File: src/rtl/mem_arbiter_pkg.sv
// Shared constants for the memory-port arbiter: memory_unit function codes,
// default widths and the arbiter FSM state encodings.
package mem_arbiter_pkg;

    localparam int MEM_ADDR_W = 16;
    localparam int MEM_DATA_W = 32;

    localparam logic [1:0] GET_CONTENTS = 2'd0;
    localparam logic [1:0] SET_CONTENTS = 2'd1;
    localparam logic [1:0] GET_FREE     = 2'd2;

    localparam logic [2:0] ARB_IDLE    = 3'd0;
    localparam logic [2:0] ARB_ISSUE   = 3'd1;
    localparam logic [2:0] ARB_BUSY    = 3'd2;
    localparam logic [2:0] ARB_GC_HOLD = 3'd3;
    localparam logic [2:0] ARB_GC_RUN  = 3'd4;

endpackage

File: src/rtl/mem_arbiter_rr_priority_pick.sv
// Round-robin picker: first asserted request found when scanning upward from
// the slot after ptr, wrapping at NUM_REQ. Purely combinational.
module mem_arbiter_rr_priority_pick #(
    parameter int NUM_REQ = 3,
    parameter int IDX_W   = (NUM_REQ > 1) ? $clog2(NUM_REQ) : 1
) (
    input  logic [NUM_REQ-1:0] req,
    input  logic [IDX_W-1:0]   ptr,
    output logic               any,
    output logic [NUM_REQ-1:0] grant,
    output logic [IDX_W-1:0]   idx
);

    // Rotating first-one search; the hit flag keeps the scan branch-free
    always_comb begin
        int raw;
        int cand;
        logic hit;
        any   = 1'b0;
        grant = '0;
        idx   = '0;
        raw   = 0;
        cand  = 0;
        hit   = 1'b0;
        for (int i = 1; i <= NUM_REQ; i++) begin
            raw  = int'(ptr) + i;
            cand = (raw >= NUM_REQ) ? raw - NUM_REQ : raw;
            hit  = !any && req[IDX_W'(cand)];
            grant[IDX_W'(cand)] = grant[IDX_W'(cand)] | hit;
            idx  = hit ? IDX_W'(cand) : idx;
            any  = any | hit;
        end
    end

endmodule

File: src/rtl/mem_arbiter.sv
// Round-robin arbiter serialising NUM_REQ requesters onto the single
// memory_unit command port, including the GC handshake and GET_FREE replay.
module mem_arbiter
    import mem_arbiter_pkg::*;
#(
    parameter int NUM_REQ = 3,
    parameter int ADDR_W  = MEM_ADDR_W,
    parameter int DATA_W  = MEM_DATA_W
) (
    input  logic                      clk,
    input  logic                      rst,
    input  logic [NUM_REQ-1:0]        req_valid,
    input  logic [2*NUM_REQ-1:0]      req_func,
    input  logic [ADDR_W*NUM_REQ-1:0] req_addr1,
    input  logic [ADDR_W*NUM_REQ-1:0] req_addr2,
    input  logic [DATA_W*NUM_REQ-1:0] req_wdata,
    output logic [NUM_REQ-1:0]        rsp_done,
    output logic [DATA_W-1:0]         rsp_data1,
    output logic [DATA_W-1:0]         rsp_data2,
    output logic [ADDR_W-1:0]         rsp_free_addr,
    input  logic                      gc_allow,
    output logic                      gc_busy,
    output logic                      gc_root_valid,
    output logic [ADDR_W-1:0]         gc_new_root,
    output logic [1:0]                mem_func,
    output logic                      mem_execute,
    output logic [ADDR_W-1:0]         mem_addr1,
    output logic [ADDR_W-1:0]         mem_addr2,
    output logic [DATA_W-1:0]         mem_wdata,
    output logic                      mem_gc_ready,
    input  logic                      mem_is_ready,
    input  logic                      mem_gc,
    input  logic [DATA_W-1:0]         mem_rdata1,
    input  logic [DATA_W-1:0]         mem_rdata2,
    input  logic [ADDR_W-1:0]         mem_free_addr
);

    localparam int IDX_W = (NUM_REQ > 1) ? $clog2(NUM_REQ) : 1;

    logic [2:0]         state_r;
    logic [IDX_W-1:0]   ptr_r;
    logic [IDX_W-1:0]   grant_idx_r;
    logic [NUM_REQ-1:0] grant_oh_r;
    logic               replay_r;

    logic               pick_any_s;
    logic [NUM_REQ-1:0] pick_oh_s;
    logic [IDX_W-1:0]   pick_idx_s;

    logic [1:0]         func_arr_s  [NUM_REQ];
    logic [ADDR_W-1:0]  addr1_arr_s [NUM_REQ];
    logic [ADDR_W-1:0]  addr2_arr_s [NUM_REQ];
    logic [DATA_W-1:0]  wdata_arr_s [NUM_REQ];

    // Unpack the flat requester buses into per-requester fields
    always_comb begin
        for (int i = 0; i < NUM_REQ; i++) begin
            func_arr_s[i]  = req_func[i*2 +: 2];
            addr1_arr_s[i] = req_addr1[i*ADDR_W +: ADDR_W];
            addr2_arr_s[i] = req_addr2[i*ADDR_W +: ADDR_W];
            wdata_arr_s[i] = req_wdata[i*DATA_W +: DATA_W];
        end
    end

    mem_arbiter_rr_priority_pick #(
        .NUM_REQ (NUM_REQ),
        .IDX_W   (IDX_W)
    ) u_pick (
        .req   (req_valid),
        .ptr   (ptr_r),
        .any   (pick_any_s),
        .grant (pick_oh_s),
        .idx   (pick_idx_s)
    );

    // Transaction FSM; every output is a register
    always_ff @(posedge clk or negedge rst) begin
        if (!rst) begin
            state_r       <= ARB_IDLE;
            ptr_r         <= IDX_W'(NUM_REQ - 1);
            grant_idx_r   <= '0;
            grant_oh_r    <= '0;
            replay_r      <= 1'b0;
            rsp_done      <= '0;
            rsp_data1     <= '0;
            rsp_data2     <= '0;
            rsp_free_addr <= '0;
            gc_busy       <= 1'b0;
            gc_root_valid <= 1'b0;
            gc_new_root   <= '0;
            mem_func      <= 2'd0;
            mem_execute   <= 1'b0;
            mem_addr1     <= '0;
            mem_addr2     <= '0;
            mem_wdata     <= '0;
            mem_gc_ready  <= 1'b0;
        end else begin
            rsp_done      <= '0;
            gc_root_valid <= 1'b0;
            case (state_r)
                ARB_IDLE: begin
                    // A collection started by someone else is parked without a grant
                    if (mem_gc) begin
                        gc_busy  <= 1'b1;
                        replay_r <= 1'b0;
                        state_r  <= ARB_GC_HOLD;
                    end else if (mem_is_ready && pick_any_s) begin
                        grant_oh_r  <= pick_oh_s;
                        grant_idx_r <= pick_idx_s;
                        mem_func    <= func_arr_s[pick_idx_s];
                        mem_addr1   <= addr1_arr_s[pick_idx_s];
                        mem_addr2   <= addr2_arr_s[pick_idx_s];
                        mem_wdata   <= wdata_arr_s[pick_idx_s];
                        mem_execute <= 1'b1;
                        state_r     <= ARB_ISSUE;
                    end else begin
                        state_r <= ARB_IDLE;
                    end
                end
                ARB_ISSUE: begin
                    mem_execute <= 1'b0;
                    state_r     <= ARB_BUSY;
                end
                ARB_BUSY: begin
                    if (mem_is_ready) begin
                        if (mem_func == GET_FREE && mem_gc) begin
                            gc_busy  <= 1'b1;
                            replay_r <= 1'b1;
                            state_r  <= ARB_GC_HOLD;
                        end else begin
                            rsp_data1     <= mem_rdata1;
                            rsp_data2     <= mem_rdata2;
                            rsp_free_addr <= mem_free_addr;
                            rsp_done      <= grant_oh_r;
                            ptr_r         <= grant_idx_r;
                            state_r       <= ARB_IDLE;
                        end
                    end else begin
                        state_r <= ARB_BUSY;
                    end
                end
                ARB_GC_HOLD: begin
                    if (gc_allow) begin
                        mem_gc_ready <= 1'b1;
                        state_r      <= ARB_GC_RUN;
                    end else begin
                        state_r <= ARB_GC_HOLD;
                    end
                end
                ARB_GC_RUN: begin
                    // Memory reports the relocated root on read_data1 when GC ends
                    if (!mem_gc && mem_is_ready) begin
                        gc_new_root   <= mem_rdata1[ADDR_W-1:0];
                        gc_root_valid <= 1'b1;
                        mem_gc_ready  <= 1'b0;
                        gc_busy       <= 1'b0;
                        if (replay_r) begin
                            mem_execute <= 1'b1;
                            state_r     <= ARB_ISSUE;
                        end else begin
                            state_r <= ARB_IDLE;
                        end
                    end else begin
                        state_r <= ARB_GC_RUN;
                    end
                end
                default: begin
                    mem_execute  <= 1'b0;
                    mem_gc_ready <= 1'b0;
                    gc_busy      <= 1'b0;
                    state_r      <= ARB_IDLE;
                end
            endcase
        end
    end

endmodule
File: config.mk
export PLATFORM = sky130hd
export DESIGN_NAME = mem_arbiter
export DESIGN_NICKNAME = d
export VERILOG_FILES = /design/src/rtl/mem_arbiter_pkg.sv /design/src/rtl/mem_arbiter_rr_priority_pick.sv /design/src/rtl/mem_arbiter.sv
export SDC_FILE = /design/constraint.sdc
export NUM_CORES = 1
export LEC_CHECK = 0
export BUFFER_PORTS_ARGS = -buffer_cell sky130_fd_sc_hd__buf_2
export CAP_MARGIN = 5
export CORE_AREA = 3 3 174 176
export CTS_BUF_LIST = sky130_fd_sc_hd__clkbuf_8 sky130_fd_sc_hd__clkbuf_16
export CTS_CLUSTER_DIAMETER = 50
export DETAILED_ROUTE_END_ITERATION = 6
export DIE_AREA = 0 0 177 179
export MAX_ROUTING_LAYER = met4
export PLACE_DENSITY_LB_ADDON = 0.3
export SETUP_SLACK_MARGIN = 0.05
export SYNTH_ARGS = -nofsm -noshare
export SYNTH_HDL_FRONTEND = slang
export SYNTH_SLANG_ARGS = --single-unit
File: constraint.sdc
create_clock -name clk -period 5.72 [get_ports clk]
set_input_delay 0.286 -clock clk [delete_from_list [all_inputs] [get_ports clk]]
set_output_delay 0.286 -clock clk [all_outputs]
set_load 0.05 [all_outputs]
==> flow_summary.json, run 1 <==
{
  "rows": 62,
  "syn_area_per_cell_um2": 12.7,
  "use_met3_pct": 2.99,
  "synth_flop_cell": "dfrtp_1",
  "setup_viol": 0,
  "tightest_slew_ps": 991,
  "cp-start-kind": "flip-flop",
  "fin_area_mm2": 0.0113,
  "wire_per_inst_um": 17.5,
  "io_pins": 455,
  "core_area_mm2": 0.0288,
  "outcome": "completed",
  "power_density_mw_per_mm2": 696,
  "setup_tns_ps": 0,
  "hold_ws_ps": 71.4,
  "insertion_delay_ps": 430,
  "start_util_pct": 28.0,
  "synthMuxAreaShare_pct": 22.4,
  "maxSlewViolCount": 0,
  "grt_pass1_wl_um": 38000,
  "drive_gt1_share_pct": 51.4,
  "gr-usage-met2_pct": 27.0,
  "grt.busiest_layer": "met2",
  "viasPerCell": 4.59,
  "cap_violations": 0,
  "arrival_ps": 4090,
  "period_needed_ps": 3740,
  "synth_xor_area_share_pct": 0.109,
  "finalClockSkew_ps": 15.0,
  "synth_edf_count": 0,
  "grtUsageTotal_pct": 15.7,
  "worstHoldPathType": "input port to flip-flop",
  "path_delay_family": "compound AO/OA/AOI/OAI gates",
  "cts_tree": "yes",
  "cts_post_setup_buffers_inserted": 0,
  "vdd_drop_max_mv": 0.340,
  "p_leak_uw": 0.00590,
  "layout_common_cells": "453 x buf_2, 179 x dfrtp_1, 70 x o21ai_1, 67 x mux2i_1, 66 x a22oi_1",
  "io_buffers": 454,
  "crit_type": "flip-flop to flip-flop",
  "cts_hold_buf": 1,
  "mostFrequentLayoutCell": "buf_2",
  "fp.dieH_um": 179,
  "rsz0062_at_grt": "false",
  "grt_use_met1_pct": 19.1,
  "slew_headroom_pct": 33.9,
  "cts_made_buffers": 17,
  "hold_viol": 0,
  "grt_max_degree": 76,
  "routed_wl_um": 25700,
  "yosys_register_bits": 180,
  "synth_compound_area_share_pct": 14.3,
  "syn_inst": 633,
  "hpwl_um": 19500,
  "drcViolationCount": 0,
  "syn_area_mm2": 0.00805,
  "grt_pass1_vias": 6863,
  "cts.root.buffer_cell": "clkbuf_16",
  "ant_nets": 0,
  "die_area_mm2": 0.0317,
  "cts.htree.levels": 4,
  "worstPathBufferInverterCount": 2,
  "max_freq_ghz": 0.267,
  "cts_buffer_depth": 2,
  "grt_overflow_total": 0,
  "ys_types": 46,
  "routabilityCongestion": 0.819,
  "nets": 1360,
  "cp_slowest_cell": "a32o_2",
  "synthArstFlopShare_pct": 100,
  "path_cells": "inv_1, ha_1, nand2b_1, a21oi_1, a221oi_4, a32o_2, buf_4, a22oi_1, o21ai_1",
  "slowest_delay_ps": 870,
  "antenna_found_initial": 4,
  "ys_warn_count": 0,
  "clk_pin_slew_ps": 80,
  "first_pass_iters": 4,
  "clock-sinks": 180,
  "vias": 6747,
  "first_iter_violations": 361,
  "crit_path_max_fanout": 38,
  "synth_fa_ha_area_share_pct": 0.777,
  "postPlaceCellArea_mm2": 0.0107,
  "fin_crit_sh_pct": 65.5,
  "syn-num-nets": 924,
  "ctsResizeCount": 0,
  "synth_top_family_by_area": "multiplexers",
  "crit_required_ps": 6060,
  "area_delta_synth_final_pct": 40.3,
  "ys_seq_area_share_pct": 56.0,
  "synth-simple-area-share_pct": 2.84,
  "die_w_um": 177,
  "cp-end-kind": "flip-flop"
}
## cells in the mapped netlist (2+ instances only)
cell type	instances	area share, %
a21oi_1	14	0.87
and2_1	2	0.16
nor2_1	17	0.79
mux2_1	48	6.7
mux2i_1	67	8.3
mux2_2	51	7.1
a32o_1	2	0.25
inv_1	8	0.37
a211oi_1	2	0.19
a31oi_1	2	0.16
a22oi_1	66	6.2
a221o_1	2	0.25
buf_2	28	1.7
nand2_1	10	0.47
o211ai_1	2	0.19
nor2b_1	2	0.16
o21ai_1	72	4.5
ha_1	5	0.78
nand2b_1	2	0.16
nor3_1	4	0.25
buf_6	5	0.70
buf_4	3	0.28
nand3b_1	3	0.28
dfrtp_1	179	56
o21ai_0	7	0.44
clkbuf_1	10	0.47
## path summary, 6_finish.rpt
kind / startpoint / to / slack, ps / cells past startpoint
setup reg to reg: ptr_r[0]$_DFFE_PN0P_ / mem_func[0]$_DFFE_PN0P_ / 1980 / 9
setup / recovery: ptr_r[0]$_DFFE_PN0P_ / mem_func[0]$_DFFE_PN0P_ / 1980 / 9
min in group asynchronous: rst / rsp_data2[23]$_DFFE_PN0P_ / 350 / 2
hold / removal: mem_rdata2[27] / rsp_data2[27]$_DFFE_PN0P_ / 70 / 2
max in group asynchronous: rst / gc_new_root[2]$_DFFE_PN0P_ / 4040 / 3
hold reg to reg: rsp_data1[18]$_DFFE_PN0P_ / rsp_data1[18]$_DFFE_PN0P_ / 490 / 1
## worst reg2reg max path: stages, from the launching register on
cell,delay (ps)
dfrtp_1,550
inv_1,180
ha_1,720
nand2b_1,210
a21oi_1,120
a221oi_4,320
a32o_2,870
buf_4,380
a22oi_1,160
o21ai_1,140
## state kept, by name, summed over array words and instances (netlist names), 2 cells and up
name / flops
ptr_r: 2
rsp_data1: 32
grant_idx_r: 2
rsp_free_addr: 16
mem_func: 2
grant_oh_r: 3
mem_addr1: 16
gc_new_root: 16
state_r: 3
mem_wdata: 32
rsp_done: 3
mem_addr2: 16
rsp_data2: 32
## power by group
part / internal [µW] / total [µW] / switching, µW
sequential: 1870 / 2190 / 325
combinational: 1270 / 4440 / 3180
clock: 667 / 1230 / 559
total: 3800 / 7860 / 4060
## kinds of logic (layout without fill, tap and decap cells)
kind of cell	count (synthesis)	in the layout
flip-flops	180	180
AO/OA/AOI/OAI	178	178
multiplexers	167	167
buffers and inverters	56	504
AND/OR/NAND/NOR	46	46
adder cells (fa/ha/maj)	5	5
XOR/XNOR	1	1
other	0	4
## per-stage QoR
stage	total power (µW)	cells	utilization, %	setup WS, ps
5_1_grt	8300	1469	39.3	1650
2_1_floorplan	5590	633	-	3250
6_report	7860	1469	39.3	1980
3_5_place_dp	6710	1433	37.1	1960
3_3_place_gp	6650	1433	37.1	2070
4_1_cts	7970	1465	39.2	1940
## area by class of cell
class / instances / area, µm²
diodes: 4 / 10.0
clock buffers: 17 / 425
clock inverters: 14 / 189
fillers: 2859 / 17500
inverters: 9 / 33.8
multi-input cells: 397 / 3280
flip-flops and latches: 180 / 4510
well taps: 384 / 480
repair buffers: 464 / 2370
## routing by layer
metal  share of wire (%)  wire length [µm]
met1                  41             10500
met4                 1.3               344
met5                   0                 0
met2                  52             13400
met3                 5.5              1410
(Power assumes the default switching activity.)
==> run 2: changes to the inputs <==
--- a/config.mk
+++ b/config.mk
@@ -5,13 +5,14 @@
 export SDC_FILE = /design/constraint.sdc
 export NUM_CORES = 1
 export LEC_CHECK = 0
+export ABC_AREA = 1
 export BUFFER_PORTS_ARGS = -buffer_cell sky130_fd_sc_hd__buf_2
 export CAP_MARGIN = 5
-export CORE_AREA = 3 3 174 176
+export CORE_AREA = 3 3 175 177
 export CTS_BUF_LIST = sky130_fd_sc_hd__clkbuf_8 sky130_fd_sc_hd__clkbuf_16
 export CTS_CLUSTER_DIAMETER = 50
 export DETAILED_ROUTE_END_ITERATION = 6
-export DIE_AREA = 0 0 177 179
+export DIE_AREA = 0 0 178 180
 export MAX_ROUTING_LAYER = met4
 export PLACE_DENSITY_LB_ADDON = 0.3
 export SETUP_SLACK_MARGIN = 0.05
==> constraint.sdc (replaced) <==
create_clock -name clk -period 3.9 [get_ports clk]
set_input_delay 0.195 -clock clk [delete_from_list [all_inputs] [get_ports clk]]
set_output_delay 0.195 -clock clk [all_outputs]
set_load 0.05 [all_outputs]
==> run 2 against run 1 <==
Effect of this change:
- worst setup slack lost 1300 ps
- maximum frequency is 17% higher
- flip-flop and latch count did not move
- cell area grew 19%
- core utilization increased by 6.6 points
- worst hold slack worse by 31 ps
- clock skew fell by 2.9 ps
- sequential share of layout area decreased by 6.5 points
- total power up 61%
- via count grew 46%
- sequential power increased by 45%
- die area increased by 1.1%
==> flow_summary.json, run 2 <==
{
  "slowest_delay_ps": 540,
  "syn_inst": 1250,
  "syn_area_mm2": 0.00923,
  "total_power_uw": 12700,
  "setup_tns_ps": 0,
  "nets": 2073,
  "p_sw_share_pct": 56.6,
  "regToRegEndpoint": "mem_addr2[11]$_DFFE_PN0P_",
  "ys_seq_area_share_pct": 48.8,
  "crit_end": "mem_addr2[11]$_DFFE_PN0P_",
  "synth_edf_count": 0,
  "dr_wl_met3_um": 1630,
  "netlist.area_leader.share_pct": 48.5,
  "crit_type": "flip-flop to flip-flop",
  "syn_area_per_cell_um2": 7.38,
  "fillCellCount": 2984,
  "path_delay_family": "simple AND/OR/NAND/NOR gates",
  "path_cells": "inv_1, ha_1, inv_2, nand2_1, nand3_1, nand2_2, nand2_2, nor2_4, nand2_1, nand2_4, inv_4, nor2_8, nand2_1, nand3_1",
  "cts_post_setup_buffers_inserted": 0,
  "ys_top_cells_by_count": "497 x nand2_1, 195 x inv_1, 179 x dfrtp_1",
  "top_layer_used": "met4",
  "p_leak_uw": 0.00804,
  "period_needed_ps": 3190,
  "hold_ws_ps": 40.1,
  "grtUsageTotal_pct": 20.8,
  "grt_overflow_total": 0,
  "cp.depth": 14,
  "clk_pin_slew_ps": 80,
  "grt_pass1_wl_um": 52100,
  "area_delta_synth_final_pct": 46.1,
  "cts_buffer_depth": 2,
  "cp_slowest_cell": "dfstp_2",
  "crit_required_ps": 4270,
  "fp.dieH_um": 180,
  "viasPerCell": 4.52,
  "cap_violations": 0,
  "hold_viol": 0,
  "cts.htree.levels": 4,
  "met1_length_um": 14000,
  "syn-num-nets": 1541,
  "synthArstFlopShare_pct": 100,
  "mostFrequentLayoutCell": "nand2_1",
  "p_int_uw": 5500,
  "worstHoldPathType": "input port to flip-flop",
  "drive_gt1_share_pct": 29.1,
  "ys_warn_count": 0,
  "worstPathBufferInverterCount": 3,
  "first_iter_violations": 574,
  "p_seq_share_pct": 25.0,
  "drcViolationCount": 0,
  "worst_path_most_repeated_cell": "nand2_1",
  "vias": 9883,
  "clkPwrFrac_pct": 14.5,
  "p_comb_share_pct": 60.5,
  "outcome": "completed",
  "layout_common_cells": "497 x nand2_1, 453 x buf_2, 194 x inv_1, 179 x dfrtp_1, 144 x nand3_1",
  "core_area_mm2": 0.0294,
  "cts.root.buffer_cell": "clkbuf_16",
  "fin_crit_sh_pct": 81.8,
  "reg_top3": "mem_wdata x32, rsp_data1 x32, rsp_data2 x32",
  "yosys_register_bits": 180,
  "power_density_mw_per_mm2": 939,
  "hpwl_um": 23300,
  "io_buffers": 454,
  "reg2reg_slack_ps": 710,
  "cts_made_buffers": 17,
  "first_pass_iters": 5,
  "yosys.area.top_type": "dfrtp_1",
  "cts_tree": "yes",
  "insertion_delay_ps": 430,
  "die_w_um": 178,
  "cp-end-kind": "flip-flop",
  "clock-sinks": 180,
  "vdd_drop_max_mv": 0.409,
  "fin_util_pct": 45.9,
  "maxSlewViolCount": 0,
  "reg2reg_from": "ptr_r[1]$_DFFE_PN1P_",
  "max_freq_ghz": 0.313,
  "critical_path.startpoint": "ptr_r[1]$_DFFE_PN1P_",
  "setup_viol": 0,
  "wire_per_inst_um": 15.1,
  "antenna_found_initial": 3,
  "io_pins": 455,
  "finalClockSkew_ps": 12.0,
  "routabilityCongestion": 0.931,
  "ff2ff_path_depth": 14,
  "start_util_pct": 31.4,
  "tightest_slew_ps": 910,
  "ant_nets": 0,
  "ys_types": 31,
  "rows": 63,
  "cp-start-kind": "flip-flop",
  "arrival_ps": 3560,
  "slew_headroom_pct": 39.3,
  "rsz0062_at_grt": "false",
  "synth_flop_cell": "dfrtp_1",
  "routed_wl_um": 33000,
  "synth_top_cells_by_area": "dfrtp_1 49%, nand2_1 20%, inv_1 7.9%",
  "die_area_mm2": 0.0320,
  "grt_max_degree": 88,
  "power.switching_uw": 7160,
  "crit_path_max_fanout": 36,
  "routed-wl-met2_um": 16600,
  "yosys.cell_count.top_type": "nand2_1",
  "grt_pass1_vias": 9800
}
==> run 2: cell types whose count changed in the layout (fill, tap and decap cells not counted), moves of 48 or more <==
cell           delta
a22oi_1          -66
inv_1           +186
dlygate4sd3_1   +109
mux2_2           -51
o21ai_1          -70
mux2_1           -48
nand3_1         +143
nand2_1         +487
mux2i_1          -67
a21oi_1          +61
==> run 2: metal layers <==
layer / vias up / track usage (%)
li1: 4874 / -
met1: 4620 / 26.2
met2: 339 / 35.0
met3: 50 / 3.02
met4: 0 / 5.66
met5: - / -
==> run 2: cells by family after synthesis <==
kind of cell,Yosys count,synth area share (%)
AO/OA/AOI/OAI,95,5.34
AND/OR/NAND/NOR,704,32.7
buffers and inverters,266,12.4
flip-flops,180,48.8
adder cells (fa/ha/maj),5,0.678
==> run 2: stage by stage <==
stage	instance area, µm²	setup WS (ps)	cells
detailed placement	11700	690	2043
floorplan	9230	1700	1250
global placement	11700	787	2043
CTS	13500	687	2185
finish	13500	710	2188
global route	13500	396	2188
==> run 2: power groups by stage <==
stage / clock (µW) / sequential, µW / combinational, µW
2_1_floorplan: 0 / 5900 / 3030
3_3_place_gp: 0 / 3180 / 7550
3_5_place_dp: 0 / 3190 / 7600
4_1_cts: 1910 / 3160 / 7700
5_1_grt: 1980 / 3270 / 8300
6_report: 1840 / 3170 / 7660
==> run 2: worst min path at each step <==
stage / from / to / depth (start not counted)
3_3_place_gp: rst / rsp_data1[12]$_DFFE_PN0P_ / 1
3_5_place_dp: rst / rsp_data1[12]$_DFFE_PN0P_ / 1
6_report: mem_rdata1[19] / rsp_data1[19]$_DFFE_PN0P_ / 3
2_1_floorplan: rst / gc_busy$_DFFE_PN0P_ / 0
4_1_cts: mem_rdata1[19] / rsp_data1[19]$_DFFE_PN0P_ / 3
5_1_grt: mem_rdata1[19] / rsp_data1[19]$_DFFE_PN0P_ / 3
==> run 2: timing repair <==
action                                  CTS  global route
endpoints found under the hold margin   209             0
endpoints found under the setup margin    0             0
resized for setup                         0             0
hold buffers                            110             0
==> run 2: layout make-up <==
| type | instances | area [µm²] | share of cell area, % |
|---|---|---|---|
| sequential | 180 | 4510 | 33.4 |
| multi-input combinational | 804 | 3580 | 26.6 |
| timing repair buffer | 578 | 3510 | 26.1 |
| inverter | 201 | 757 | 5.61 |
| tap | 390 | 488 | 3.62 |
| clock buffer | 17 | 425 | 3.16 |
| clock inverter | 15 | 203 | 1.50 |
| antenna | 3 | 7.51 | 0.0557 |
==> run 2: tightest hold or removal path: stages <==
cell and delay (ps):
buf_2 80, nand2_1 80, nand2_1 80
